--- config.mk ---
export PLATFORM = sky130hd
export DESIGN_NAME = aud_play_sched
export DESIGN_NICKNAME = d
export VERILOG_FILES = /design/src/rtl/aud_pkg.sv /design/src/rtl/aud_interp_div.sv /design/src/rtl/aud_play_sched.sv
export SDC_FILE = /design/constraint.sdc
export NUM_CORES = 1
export LEC_CHECK = 0
export BUFFER_PORTS_ARGS = -buffer_cell sky130_fd_sc_hd__buf_4
export CORE_ASPECT_RATIO = 0.7
export CORE_MARGIN = 8
export CORE_UTILIZATION = 60
export DETAILED_ROUTE_END_ITERATION = 16
export PLACE_DENSITY_LB_ADDON = 0.1
export SLEW_MARGIN = 20
export SYNTH_ARGS = -nofsm -noshare
export SYNTH_HDL_FRONTEND = slang
export SYNTH_SLANG_ARGS = --single-unit
--- constraint.sdc ---
create_clock -name i_clk -period 8.7 [get_ports i_clk]
set_input_delay 0.87 -clock i_clk [delete_from_list [all_inputs] [get_ports i_clk]]
set_output_delay 0.87 -clock i_clk [all_outputs]
set_load 0.02 [all_outputs]
--- src/rtl/aud_pkg.sv ---
// aud_pkg: shared types for the audio playback scheduler.
// SLOW_INTERP_EN selects the interpolating slow-mode build.
package aud_pkg;

  typedef enum logic [1:0] {
    S_IDLE,
    S_PLAY,
    S_PAUSE
  } sched_state_t;

  typedef enum logic [2:0] {
    F_ADDR,
    F_WAIT,
    F_CAP,
    F_DIV,
    F_RDY
  } fetch_state_t;

  typedef logic signed [15:0] sample_t;

  localparam int MIN_FRAME_CYC = 34;

endpackage

--- src/rtl/aud_interp_div.sv ---
// aud_interp_div: signed 20-bit by unsigned 4-bit restoring divider.
// One quotient bit per cycle; done pulses 21 cycles after start.
module aud_interp_div
  import aud_pkg::*;
(
  input  logic               clk,
  input  logic               rst,
  input  logic               start,
  input  logic signed [19:0] dividend,
  input  logic [3:0]         divisor,
  output logic signed [19:0] quotient,
  output logic               done
);

  logic [19:0] quo;
  logic [3:0]  rem;
  logic [3:0]  dvs;
  logic [4:0]  cnt;
  logic        neg;
  logic        busy;
  logic [4:0]  rem_sh;
  logic        ge;

  assign rem_sh = {rem, quo[19]};
  assign ge     = rem_sh >= {1'b0, dvs};

  always_ff @(posedge clk) begin
    if (rst) begin
      quo      <= '0;
      rem      <= '0;
      dvs      <= 4'd1;
      cnt      <= '0;
      neg      <= 1'b0;
      busy     <= 1'b0;
      done     <= 1'b0;
      quotient <= '0;
    end else begin
      done <= 1'b0;
      if (start) begin
        quo  <= dividend[19] ? -dividend : dividend;
        rem  <= '0;
        dvs  <= divisor;
        cnt  <= 5'd20;
        neg  <= dividend[19];
        busy <= 1'b1;
      end else if (busy) begin
        if (cnt != 5'd0) begin
          quo <= {quo[18:0], ge};
          rem <= ge ? 4'(rem_sh - {1'b0, dvs}) : rem_sh[3:0];
          cnt <= cnt - 5'd1;
        end else begin
          // magnitude division then sign fix = truncation toward zero
          quotient <= neg ? -$signed(quo) : $signed(quo);
          done     <= 1'b1;
          busy     <= 1'b0;
        end
      end
    end
  end

endmodule

--- src/rtl/aud_play_sched.sv ---
// aud_play_sched: SRAM-to-I2S playback scheduler, one sample per DACLRCK frame.
// Define SLOW_INTERP_EN to build linear interpolation for slow playback.
module aud_play_sched
  import aud_pkg::*;
#(
  parameter int ADDR_W   = 20,
  parameter int SRAM_LAT = 2
) (
  input  logic              i_clk,
  input  logic              i_rst,
  input  logic              i_start,
  input  logic              i_pause,
  input  logic              i_stop,
  input  logic              i_fast,
  input  logic [2:0]        i_speed,
  input  logic              i_interp,
  input  logic [ADDR_W-1:0] i_end_addr,
  input  logic              i_daclrck,
  input  logic [15:0]       i_sram_data,
  output logic [ADDR_W-1:0] o_sram_addr,
  output logic [15:0]       o_dac_data,
  output logic              o_player_en,
  output logic              o_busy,
  output logic              o_done
);

  localparam int WCW = $clog2(MIN_FRAME_CYC);

  sched_state_t      state;
  fetch_state_t      fst;
  logic              lrck_d;
  logic [ADDR_W-1:0] addr;
  logic [2:0]        k;
  logic [3:0]        n_q;
  logic              last_q;
  logic [WCW-1:0]    wcnt;
  sample_t           prep;

  logic              fall;
  logic [3:0]        n_new;
  logic              fast_new;
  logic              chg;
  logic [3:0]        adv;
  logic [2:0]        k_nxt;
  logic [ADDR_W:0]   sum;
  logic              over;
  logic              start_idle;
  logic              tick;
  logic              finish;
  logic              fetch_go;
  logic [ADDR_W-1:0] rd_addr;

  assign fall     = lrck_d & ~i_daclrck;
  assign n_new    = {1'b0, i_speed} + 4'd1;
  assign fast_new = i_fast & (i_speed != 3'd0);
  assign chg      = n_new != n_q;

  always_comb begin
    adv   = 4'd0;
    k_nxt = k;
    if (fast_new) begin
      adv   = n_new;
      k_nxt = 3'd0;
    end else if (chg) begin
      k_nxt = 3'd0;
    end else if (k == 3'(n_q - 4'd1)) begin
      adv   = 4'd1;
      k_nxt = 3'd0;
    end else begin
      k_nxt = k + 3'd1;
    end
  end

  // one extra bit so a step past the last address is seen, not wrapped
  assign sum  = {1'b0, addr} + {{(ADDR_W-3){1'b0}}, adv};
  assign over = sum > {1'b0, i_end_addr};

  assign start_idle = (state == S_IDLE) & i_start & ~i_pause & ~i_stop;
  assign tick   = (state == S_PLAY) & fall & ~i_stop & ~i_pause
                & (fst == F_RDY) & ~last_q;
  assign finish = (state == S_PLAY) & fall & ~i_stop & ~i_pause & last_q;
  assign fetch_go = start_idle | tick;

  assign o_player_en = state == S_PLAY;
  assign o_busy      = state != S_IDLE;

  always_ff @(posedge i_clk) begin
    if (i_rst) begin
      state      <= S_IDLE;
      lrck_d     <= 1'b0;
      addr       <= '0;
      k          <= '0;
      n_q        <= 4'd1;
      last_q     <= 1'b0;
      o_dac_data <= '0;
      o_done     <= 1'b0;
    end else begin
      lrck_d <= i_daclrck;
      o_done <= 1'b0;
      if (i_stop) begin
        state      <= S_IDLE;
        addr       <= '0;
        k          <= '0;
        last_q     <= 1'b0;
        o_dac_data <= '0;
      end else if (finish) begin
        state  <= S_IDLE;
        last_q <= 1'b0;
        o_done <= 1'b1;
      end else if (tick) begin
        o_dac_data <= prep;
        n_q        <= n_new;
        if ((adv != 4'd0) && over) begin
          last_q <= 1'b1;
        end else begin
          addr <= sum[ADDR_W-1:0];
          k    <= k_nxt;
        end
      end else if (start_idle) begin
        state  <= S_PLAY;
        addr   <= '0;
        k      <= '0;
        n_q    <= n_new;
        last_q <= 1'b0;
      end else if ((state == S_PLAY) && i_pause) begin
        state <= S_PAUSE;
      end else if ((state == S_PAUSE) && i_start) begin
        state <= S_PLAY;
      end
    end
  end

`ifdef SLOW_INTERP_EN
  logic               interp_q;
  logic               second;
  sample_t            s0;
  logic               need_s1;
  logic               div_start;
  logic               div_done;
  logic signed [16:0] diff;
  logic signed [19:0] diff20;
  logic signed [19:0] k20;
  logic signed [19:0] prod;
  logic signed [19:0] q;
  logic [3:0]         unused_qhi;

  assign need_s1 = interp_q & (addr != i_end_addr) & (k != 3'd0);
  assign rd_addr = second ? addr + {{(ADDR_W-1){1'b0}}, 1'b1} : addr;
  assign diff    = $signed({i_sram_data[15], i_sram_data})
                 - $signed({s0[15], s0});
  assign diff20  = {{3{diff[16]}}, diff};
  assign k20     = {17'd0, k};
  assign prod    = diff20 * k20;
  assign div_start  = (fst == F_CAP) & second & ~i_stop;
  assign unused_qhi = q[19:16];

  always_ff @(posedge i_clk) begin
    if (i_rst) begin
      interp_q <= 1'b0;
    end else if (fetch_go) begin
      interp_q <= i_interp;
    end
  end

  aud_interp_div u_div (
    .clk      (i_clk),
    .rst      (i_rst | i_stop),
    .start    (div_start),
    .dividend (prod),
    .divisor  (n_q),
    .quotient (q),
    .done     (div_done)
  );
`else
  logic unused_interp;

  assign rd_addr       = addr;
  assign unused_interp = i_interp;
`endif

  always_ff @(posedge i_clk) begin
    if (i_rst || i_stop) begin
      fst         <= F_RDY;
      o_sram_addr <= '0;
      wcnt        <= '0;
      prep        <= '0;
`ifdef SLOW_INTERP_EN
      second      <= 1'b0;
      s0          <= '0;
`endif
    end else if (fetch_go) begin
      fst <= F_ADDR;
`ifdef SLOW_INTERP_EN
      second <= 1'b0;
`endif
    end else begin
      unique case (fst)
        F_ADDR: begin
          o_sram_addr <= rd_addr;
          wcnt        <= '0;
          fst         <= F_WAIT;
        end
        F_WAIT: begin
          wcnt <= wcnt + 1'b1;
          if (wcnt == WCW'(SRAM_LAT - 1)) fst <= F_CAP;
        end
`ifdef SLOW_INTERP_EN
        F_CAP: begin
          if (second) begin
            fst <= F_DIV;
          end else if (need_s1) begin
            s0     <= i_sram_data;
            second <= 1'b1;
            fst    <= F_ADDR;
          end else begin
            s0   <= i_sram_data;
            prep <= i_sram_data;
            fst  <= F_RDY;
          end
        end
        F_DIV: begin
          if (div_done) begin
            prep <= s0 + q[15:0];
            fst  <= F_RDY;
          end
        end
`else
        F_CAP: begin
          prep <= i_sram_data;
          fst  <= F_RDY;
        end
        F_DIV: fst <= F_RDY;
`endif
        F_RDY: fst <= F_RDY;
        default: fst <= F_RDY;
      endcase
    end
  end

endmodule
After elaboration in Yosys (flattened, before gate mapping)
Cells that the tools add are included.
{"block": "word_totals", "regBits": 93, "inputBits": 47, "out_inout_bits": 39, "wordCells": 98}
{"block": "classes", "addsub": 5, "order_cmp": 1, "eq_ne": 12, "muxes": 25, "bitwise_logic": 19, "n_reduce_logical": 23}
{"operator": "two-way mux 20 bit", "n": 3}
{"operator": "two-way mux 3 bit", "n": 8}
{"operator": "adder 20 x 4 -> 21 bit", "n": 1}
{"operator": "> comparator 21 x 20 -> 1 bit", "n": 1}
{"operator": "two-way mux 4 bit", "n": 3}
{"operator": "one-hot mux 6 bit (2 select lines)", "n": 1}
{"operator": "AND reduction 2 bit", "n": 6}
{"operator": "AND 1 bit", "n": 11}
{"operator": "NOT 1 bit", "n": 7}
{"operator": "adder 6 x 1 -> 6 bit (second input constant)", "n": 1}
{"operator": "equality test 6 x 1 -> 1 bit (second input constant)", "n": 1}
{"operator": "two-way mux 1 bit", "n": 6}
{"operator": "two-way mux 2 bit", "n": 3}
{"operator": "one-hot mux 3 bit (2 select lines)", "n": 1}
{"operator": "AND reduction 3 bit", "n": 2}
{"operator": "nonzero test 2 bit", "n": 3}
{"operator": "nonzero test 3 bit", "n": 2}
{"operator": "adder 3 x 1 -> 4 bit (second input constant)", "n": 1}
{"operator": "!= test 2 bit (second input constant)", "n": 2}
{"operator": "!= test 4 bit", "n": 1}
{"operator": "nonzero test 4 bit", "n": 1}
{"operator": "OR reduction 2 bit", "n": 2}
{"operator": "adder 3 x 1 -> 3 bit (second input constant)", "n": 1}
{"operator": "equality test 3 x 1 -> 1 bit (second input constant)", "n": 1}
{"operator": "other kinds (14)", "n": 16}

Depth between registers and ports, before layout
Gate-level depths: netlist of run 1.
{"block": "logic_depth", "ltp_word": 10, "depth_mapped": 25, "depth_no_buf": 24}

Worst setup path after synthesis of run 1
Ideal clock, no wire load.
{"block": "synth_path", "kind": "in2reg", "startpoint": "input port i_speed[0]", "endpoint": "register addr[10]", "setup_time_ps": 70, "t_arrival_ps": 5098, "t_required_ps": 8630, "path_slack_ps": 3532, "path_stages": 23, "path_buffers": 1, "cell_sequence": "inv_1 -> ha_1 -> xnor2_1 -> and3_1 -> nand4_1 -> o21ai_0 -> ha_1 -> fa_1 -> a21o_1 -> a21oi_1 -> or3b_2 -> nor3_1 -> xor2_1 -> ha_1 -> nand4_1 -> or2_2 -> a31oi_1 -> o31a_1 -> o22a_1 -> o21ai_2 -> clkbuf_1 -> nand3_1 -> a21oi_1"}
{"block": "synth_between", "elab_chain_len": 9, "elab_cells_between_ends": 14, "cone_classes": "add/sub (2); order compare (1); eq/ne (2); mux (4); bitwise (1); reduce/logical (4)"}
{"item": "start, declared", "line_no": "aud_play_sched.sv:15", "source": "input logic [2:0] i_speed,"}
{"item": "adder 3 x 1 -> 4 bit *", "line_no": "aud_play_sched.sv:54", "source": "assign n_new = {1'b0, i_speed} + 4'd1;"}
{"item": "net n_new[1]", "line_no": "aud_play_sched.sv:40", "source": "logic [3:0] n_new;"}
{"item": "!= test 4 bit", "line_no": "aud_play_sched.sv:56", "source": "assign chg = n_new != n_q;"}
{"item": "two-way mux 1 bit", "line_no": "aud_play_sched.sv:64", "source": "end else if (chg) begin"}
{"item": "two-way mux 4 bit *", "line_no": "aud_play_sched.sv:61", "source": "if (fast_new) begin"}
{"item": "adder 20 x 4 -> 21 bit", "line_no": "aud_play_sched.sv:75", "source": "assign sum = {1'b0, addr} + {{(ADDR_W-3){1'b0}}, adv};"}
{"item": "> comparator 21 x 20 -> 1 bit", "line_no": "aud_play_sched.sv:76", "source": "assign over = sum > {1'b0, i_end_addr};"}
{"item": "logical AND 1 bit", "line_no": "aud_play_sched.sv:113", "source": "if ((adv != 4'd0) && over) begin"}
{"item": "!= test 2 bit (no source line)"}
{"item": "AND reduction 3 bit (no source line)"}
{"item": "end signal, assigned", "line_no": "aud_play_sched.sv:116", "source": "addr <= sum[ADDR_W-1:0];"}
{"item": "end, declared", "line_no": "aud_play_sched.sv:32", "source": "logic [ADDR_W-1:0] addr;"}
The timed path passes the listed nets; every way through them passes the cells marked *. The select of a mux whose other input is x is not followed.
A chain may end at the register's enable or synchronous reset.

Final worst setup path of run 1
{"block": "layout_path", "startpoint": "input port i_speed[0]", "endpoint": "register addr[14]"}
{"block": "layout_between", "elab_chain_len": 9, "elab_cells_between_ends": 14, "cone_classes": "add/sub (2); order compare (1); eq/ne (2); mux (4); bitwise (1); reduce/logical (4)"}
{"item": "adder 3 x 1 -> 4 bit", "line_no": "aud_play_sched.sv:54"}
{"item": "!= test 4 bit", "line_no": "aud_play_sched.sv:56"}
{"item": "two-way mux 1 bit", "line_no": "aud_play_sched.sv:64"}
{"item": "two-way mux 4 bit *", "line_no": "aud_play_sched.sv:61"}
{"item": "adder 20 x 4 -> 21 bit", "line_no": "aud_play_sched.sv:75"}
{"item": "> comparator 21 x 20 -> 1 bit", "line_no": "aud_play_sched.sv:76"}
{"item": "logical AND 1 bit", "line_no": "aud_play_sched.sv:113"}
{"item": "!= test 2 bit (no source line)"}
{"item": "AND reduction 3 bit (no source line)"}
Every way passes the cells marked *; elsewhere a longest branch is shown, timed or not. The select of a mux whose other input is x is not followed.

==> impl_metrics.toml, run 1 <==
[grt]
grt_antenna_before_repair = 0
grt_max_degree = 84
gr-total-overflow = 0
grt.total_usage_pct = 20.8
grt_first_pass_wirelength_microns = 18900
grt_pass1_vias = 3975

[die]
ios = 86
die_w_microns = 122
fp-row-count = 27
core_area_sq_um = 7740
initial_core_util_pct = 61.1
dieHeight_microns = 90.2
dieArea_sq_um = 11000

[yosys]
synth_fp_nets = 673
syn_area_sq_um = 4720
synth_area_leaders = "dfxtp_1, nand2_1, a21oi_1, ha_1, mux2i_1"
synthTopCellsByCount = "nand2_1, dfxtp_1, a21oi_1"
yosys_warnings = 0
synthCells = 595
synth_area_leader_cell = "dfxtp_1"
syn_avg_cell_area_sq_um = 7.94
ys_ff_latch = 93
synthDistinctLibCells = 48
synth_top_area_share_pct = 39.4
seq_area_frac_synth_pct = 39.4
async_flop_share_pct = 0
synthMostInstantiatedCell = "nand2_1"
synth_edf_count = 0
synth_ff_type = "dfxtp_1"

[power_and_ir_drop]
pwr-share-clk_pct = 37.7
sequentialPowerShare_pct = 55.0
power_density_nw_per_um2 = 140
pwr-share-comb_pct = 7.3
p_leak_nw = 2.40
power_switching_uw = 189
sw_frac_of_total_pct = 24.4
irDropWorstVdd_mv = 0.124
p_int_uw = 588

[layout]
area_growth_pct = 17.9
nets = 740
diodes = 0
final_layout_size_suffix_gt1_share_pct = 17.5

[place]
gp_congestion = 0.801
dp_hpwl_microns = 8170
place_ws_ns = 2.64
portBuffers = 84

[timing]
worst-slew-pin-transition_ns = 0.882
hold-worst-slack_ns = 0.457
rsz0062_at_grt = "no"
final.setup.worst_slack_ns = 2.94
finalHoldViolations = 0
drv_slew = 0
maxSlewHeadroom_pct = 41.2
period_share_pct = 66.2
finalClockSkew_ns = 0.0108
tns_ns = 0
fin_crit_ns = 5.76
finalSetupViolCount = 0
max_freq_mhz = 174

[clock_tree]
clock-sinks = 93
clockBufferDepth = 2
cts_buffers = 9
cts-root-buf = "clkbuf_8"
cts_resized = 0
cts_setup_buffers = 0
cts.reportedPaths.clkPinSlew_ns = 0.10
clk_latency_ns = 0.37
tritoncts = "done"
cts_hold_buf = 0
htreeDepth = 3

[route]
vias = 4218
dr.pass1.iters = 4
wl_microns = 11400
routed_via_density = 5.49
drt_iter0_drc = 315
final_antenna_net_count = 0
drc = 0
wire_per_inst_microns = 14.9

[setup_path]
end_kind = "flip-flop"
critical_path_class = "input pin to flip-flop"
start_kind = "input pin"
required_ns = 8.99
arrival_ns = 6.06
crit_fanout = 19

[status]
outcome = "complete, no violations"

[hold_path]
hold_class = "flip-flop to flip-flop"

[job]
drv_cap = 0
-- metrics by stage --
stage / util (%) / power [mW] / cells / cell area, sq um
after floorplan: - / 0.470 / 595 / 4720
after global placement: 69.4 / 0.491 / 752 / 5370
after detailed placement: 69.4 / 0.494 / 752 / 5370
after CTS: 71.9 / 0.781 / 768 / 5570
after global routing: 72.0 / 0.805 / 768 / 5570
final: 72.0 / 0.778 / 768 / 5570
-- path summary, 6_finish.rpt --
path                                      from              to  slack, ns  depth (start not counted)
worst min-delay path            o_sram_addr[7]  o_sram_addr[7]       0.46                          2
worst max register to register          n_q[0]        addr[14]       3.08                         22
worst min register to register  o_sram_addr[7]  o_sram_addr[7]       0.46                          2
worst max-delay path                i_speed[0]        addr[14]       2.94                         22
-- state kept, by name (all words and copies together) (netlist names) --
| signal | cells |
|---|---|
| state | 2 |
| o_done | 1 |
| lrck_d | 1 |
| wcnt | 6 |
| n_q | 4 |
| o_sram_addr | 20 |
| prep | 16 |
| last_q | 1 |
| o_dac_data | 16 |
| addr | 20 |
| k | 3 |
| fst | 3 |
-- routing by layer --
layer	wire (microns)	vias up	track usage [%]
li1	-	2141	-
met1	5370	1962	27.2
met2	5240	101	32.8
met3	672	14	5.68
met4	155	0	5.32
met5	0	-	0
-- layout make-up --
cell class	count	area, sq um
Timing Repair Buffer	87	653
Clock inverter	6	72.6
Fill cell	637	2170
Clock buffer	10	128
Inverter	27	101
Multi-Input combinational cell	444	2630
Sequential cell	93	1860
Tap cell	101	126
-- power by group through the flow --
stage	sequential [mW]	clock (mW)	combinational, mW
floorplan	0.437	0	0.0324
finish	0.428	0.293	0.0570
global placement	0.437	0	0.0540
detailed placement	0.437	0	0.0563
CTS	0.428	0.297	0.0566
global route	0.428	0.315	0.0626
-- kinds of logic after synthesis --
kind of cell    synth area share [%]
xor+xnor                        5.01
mux                             3.81
fa+ha+maj                       8.37
flops                           39.4
simple gates                    25.2
compound gates                  13.1
buf+inv                         5.06
-- cells in the final DEF, fill, tap and decap left out, types with 2 or more instances in the layout --
master	netlist	final
a21o_1	4	4
a21oi_1	79	79
a31oi_1	3	3
and2_1	5	5
and3_1	8	8
and4_1	2	2
buf_4	2	87
clkbuf_8	0	9
clkinv_4	0	3
dfxtp_1	93	93
ha_1	30	30
inv_1	27	27
mux2i_1	18	18
nand2_1	115	114
nand2b_1	4	4
nand3_1	27	27
nand4_1	7	7
nand4b_1	5	5
nor2_1	48	48
nor2b_1	8	8
nor3_1	12	12
nor3b_1	2	2
o21ai_0	12	12
o21ai_1	4	4
or2_2	5	5
xnor2_1	18	18
xor2_1	9	9
-- critical path, stage by stage --
cell     delay [ns]
buf_4          0.14
ha_1           0.23
xor2_1         0.30
xnor2_1        0.20
nand4_1        0.15
o21ai_0        0.11
ha_1           0.21
fa_1           0.23
a21o_1         0.13
a21oi_1        0.12
or3b_2         0.55
nor3_1         0.31
xor2_1         0.25
ha_1           0.29
nand4_1        0.14
or2_2          0.14
a31oi_1        0.04
o31a_1         0.29
o22a_1         0.25
o21ai_2        0.72
nand3_1        0.18
a21oi_1        0.19
(Power assumes the default switching activity.)
==> run 2: changes to the inputs <==
Settings changed: CORE_UTILIZATION 60 to 50.
Clock period 8.7 ns to 5.2 ns, I/O delays scaled along.
==> impl_metrics.toml, run 2 (synthesized netlist as in run 1, its figures left out) <==
[layout]
area_growth_pct = 23.0
largestRegisters = "addr: 20 flops, o_sram_addr: 20 flops"
final_cell_mix = "nand2_1, buf_4, dfxtp_1, a21oi_1, nor2_1"
final_layout_size_suffix_gt1_share_pct = 19.7
diodes = 0
utilization_pct = 63.8
fillCellCount = 829
nets = 749
final_common_cell = "nand2_1"

[die]
dieHeight_microns = 97.3
initial_core_util_pct = 51.9
fp-row-count = 29
die_w_microns = 132
core_area_sq_um = 9110
ios = 86
dieArea_sq_um = 12900

[power_and_ir_drop]
p_leak_nw = 2.51
power_mw = 1.51
irDropWorstVdd_mv = 0.162
power_density_nw_per_um2 = 259

[grt]
grt_pass1_vias = 4226
grt_antenna_before_repair = 0
grt.total_usage_pct = 18.6
grt_max_degree = 84
grt_first_pass_wirelength_microns = 20100
gr-total-overflow = 0

[clock_tree]
cts.reportedPaths.clkPinSlew_ns = 0.07
cts_buffers = 9
clock-sinks = 93
tritoncts = "done"
cts-root-buf = "clkbuf_16"
clk_latency_ns = 0.36
htreeDepth = 3
clockBufferDepth = 2
cts_setup_buffers = 0

[timing]
fin_crit_ns = 4.86
maxSlewHeadroom_pct = 39.6
final.setup.worst_slack_ns = 0.340
worst-slew-pin-transition_ns = 0.905
finalSetupViolCount = 0
period_share_pct = 93.5
finalHoldViolations = 0
finalClockSkew_ns = 0.00969
max_freq_mhz = 206
drv_slew = 0

[route]
drt_iter0_drc = 253
wire_per_inst_microns = 15.0
vias = 4260
drc = 0
routed-wl-met3_microns = 580
final_antenna_net_count = 0
wl_met2_microns = 5450
top_layer = "met4"
wl_microns = 12000
routed_via_density = 5.33
dr.pass1.iters = 4
wl_met1_microns = 5830

[setup_path]
path_buf_inv = 2
ff2ff_setup_slack_ns = 0.34
required_ns = 5.47
reg2reg_to = "addr[19]"
worstReg2RegStart = "n_q[0]"
cp_slowest_cell = "or3b_4"
crit_fanout = 4
slowest_delay_ns = 0.46
end_kind = "flip-flop"
critical_path_class = "flip-flop to flip-flop"
crit_family = "compound AO/OA/AOI/OAI gates"
start_kind = "flip-flop"
ff2ff_path_depth = 25
arrival_ns = 5.13

[hold_path]
holdPathEnd = "n_q[1]"
min-delay-start = "i_rst"
hold_class = "input pin to flip-flop"
holdPathStages = 2

[place]
dp_hpwl_microns = 8380
place_ws_ns = -0.00496
gp_congestion = 0.828
portBuffers = 84

[job]
drv_cap = 0

[status]
outcome = "complete, no violations"
[run 2: final cells by class]
class	count	area [sq um]	share of cell area, %
Timing Repair Buffer	96	724	12.5
Clock buffer	9	225	3.88
Sequential cell	93	1860	32.1
Inverter	27	101	1.74
Multi-Input combinational cell	444	2660	45.7
Clock inverter	7	85.1	1.46
Tap cell	124	155	2.67
[run 2: repair_timing]
action                     in CTS  in global routing
gates resized for setup         0                  9
setup endpoints to repair       0                 24
hold buffers                    0                  0
[run 2: stage by stage]
stage,hold slack [ns],setup TNS [ns],instances,area (sq um)
finish,0.362,0,800,5810
floorplan,0.432,0,595,4720
global route,0.381,-0.0658,800,5810
detailed placement,0.445,-0.00926,784,5460
global placement,0.435,0,784,5460
CTS,0.363,0,800,5770
[run 2: how the worst max path moves through the flow]
stage,startpoint,endpoint,depth (start not counted)
floorplan,i_speed[0],addr[10],23
global placement,i_speed[0],addr[12],22
detailed placement,i_speed[0],addr[7],23
CTS,n_q[0],addr[12],23
global route,n_q[0],addr[19],25
finish,n_q[0],addr[19],25
[run 2: power breakdown]
group          leakage [nW]  switching, mW  total (mW)  internal [mW]
Sequential            0.749        0.00189       0.715          0.714
Clock                 0.153          0.309       0.693          0.384
Combinational          1.61         0.0522      0.0987         0.0465
Total                  2.51          0.364        1.51           1.14
[run 2: per-layer routing]
metal | vias up | GRT usage [%]
li1 | 2160 | -
met1 | 2002 | 24.1
met2 | 86 | 30.1
met3 | 12 | 4.60
met4 | 0 | 5.13
met5 | - | 0
[run 2: worst reg2reg max path: stages (launching register included)]
cell	delay [ns]
dfxtp_2	0.37
inv_1	0.05
ha_1	0.20
xnor2_1	0.18
xnor2_1	0.10
nor3_2	0.23
nand4_1	0.13
o21ai_0	0.11
ha_1	0.21
fa_1	0.20
a21o_1	0.11
a21oi_1	0.12
or3b_4	0.46
nor2_4	0.14
nand2_1	0.12
xnor2_2	0.17
ha_1	0.31
nand3_1	0.10
nand2_1	0.05
a21oi_1	0.21
o21ai_0	0.16
o22a_1	0.27
buf_4	0.15
a2111oi_1	0.40
a31oi_1	0.08
a21oi_1	0.16
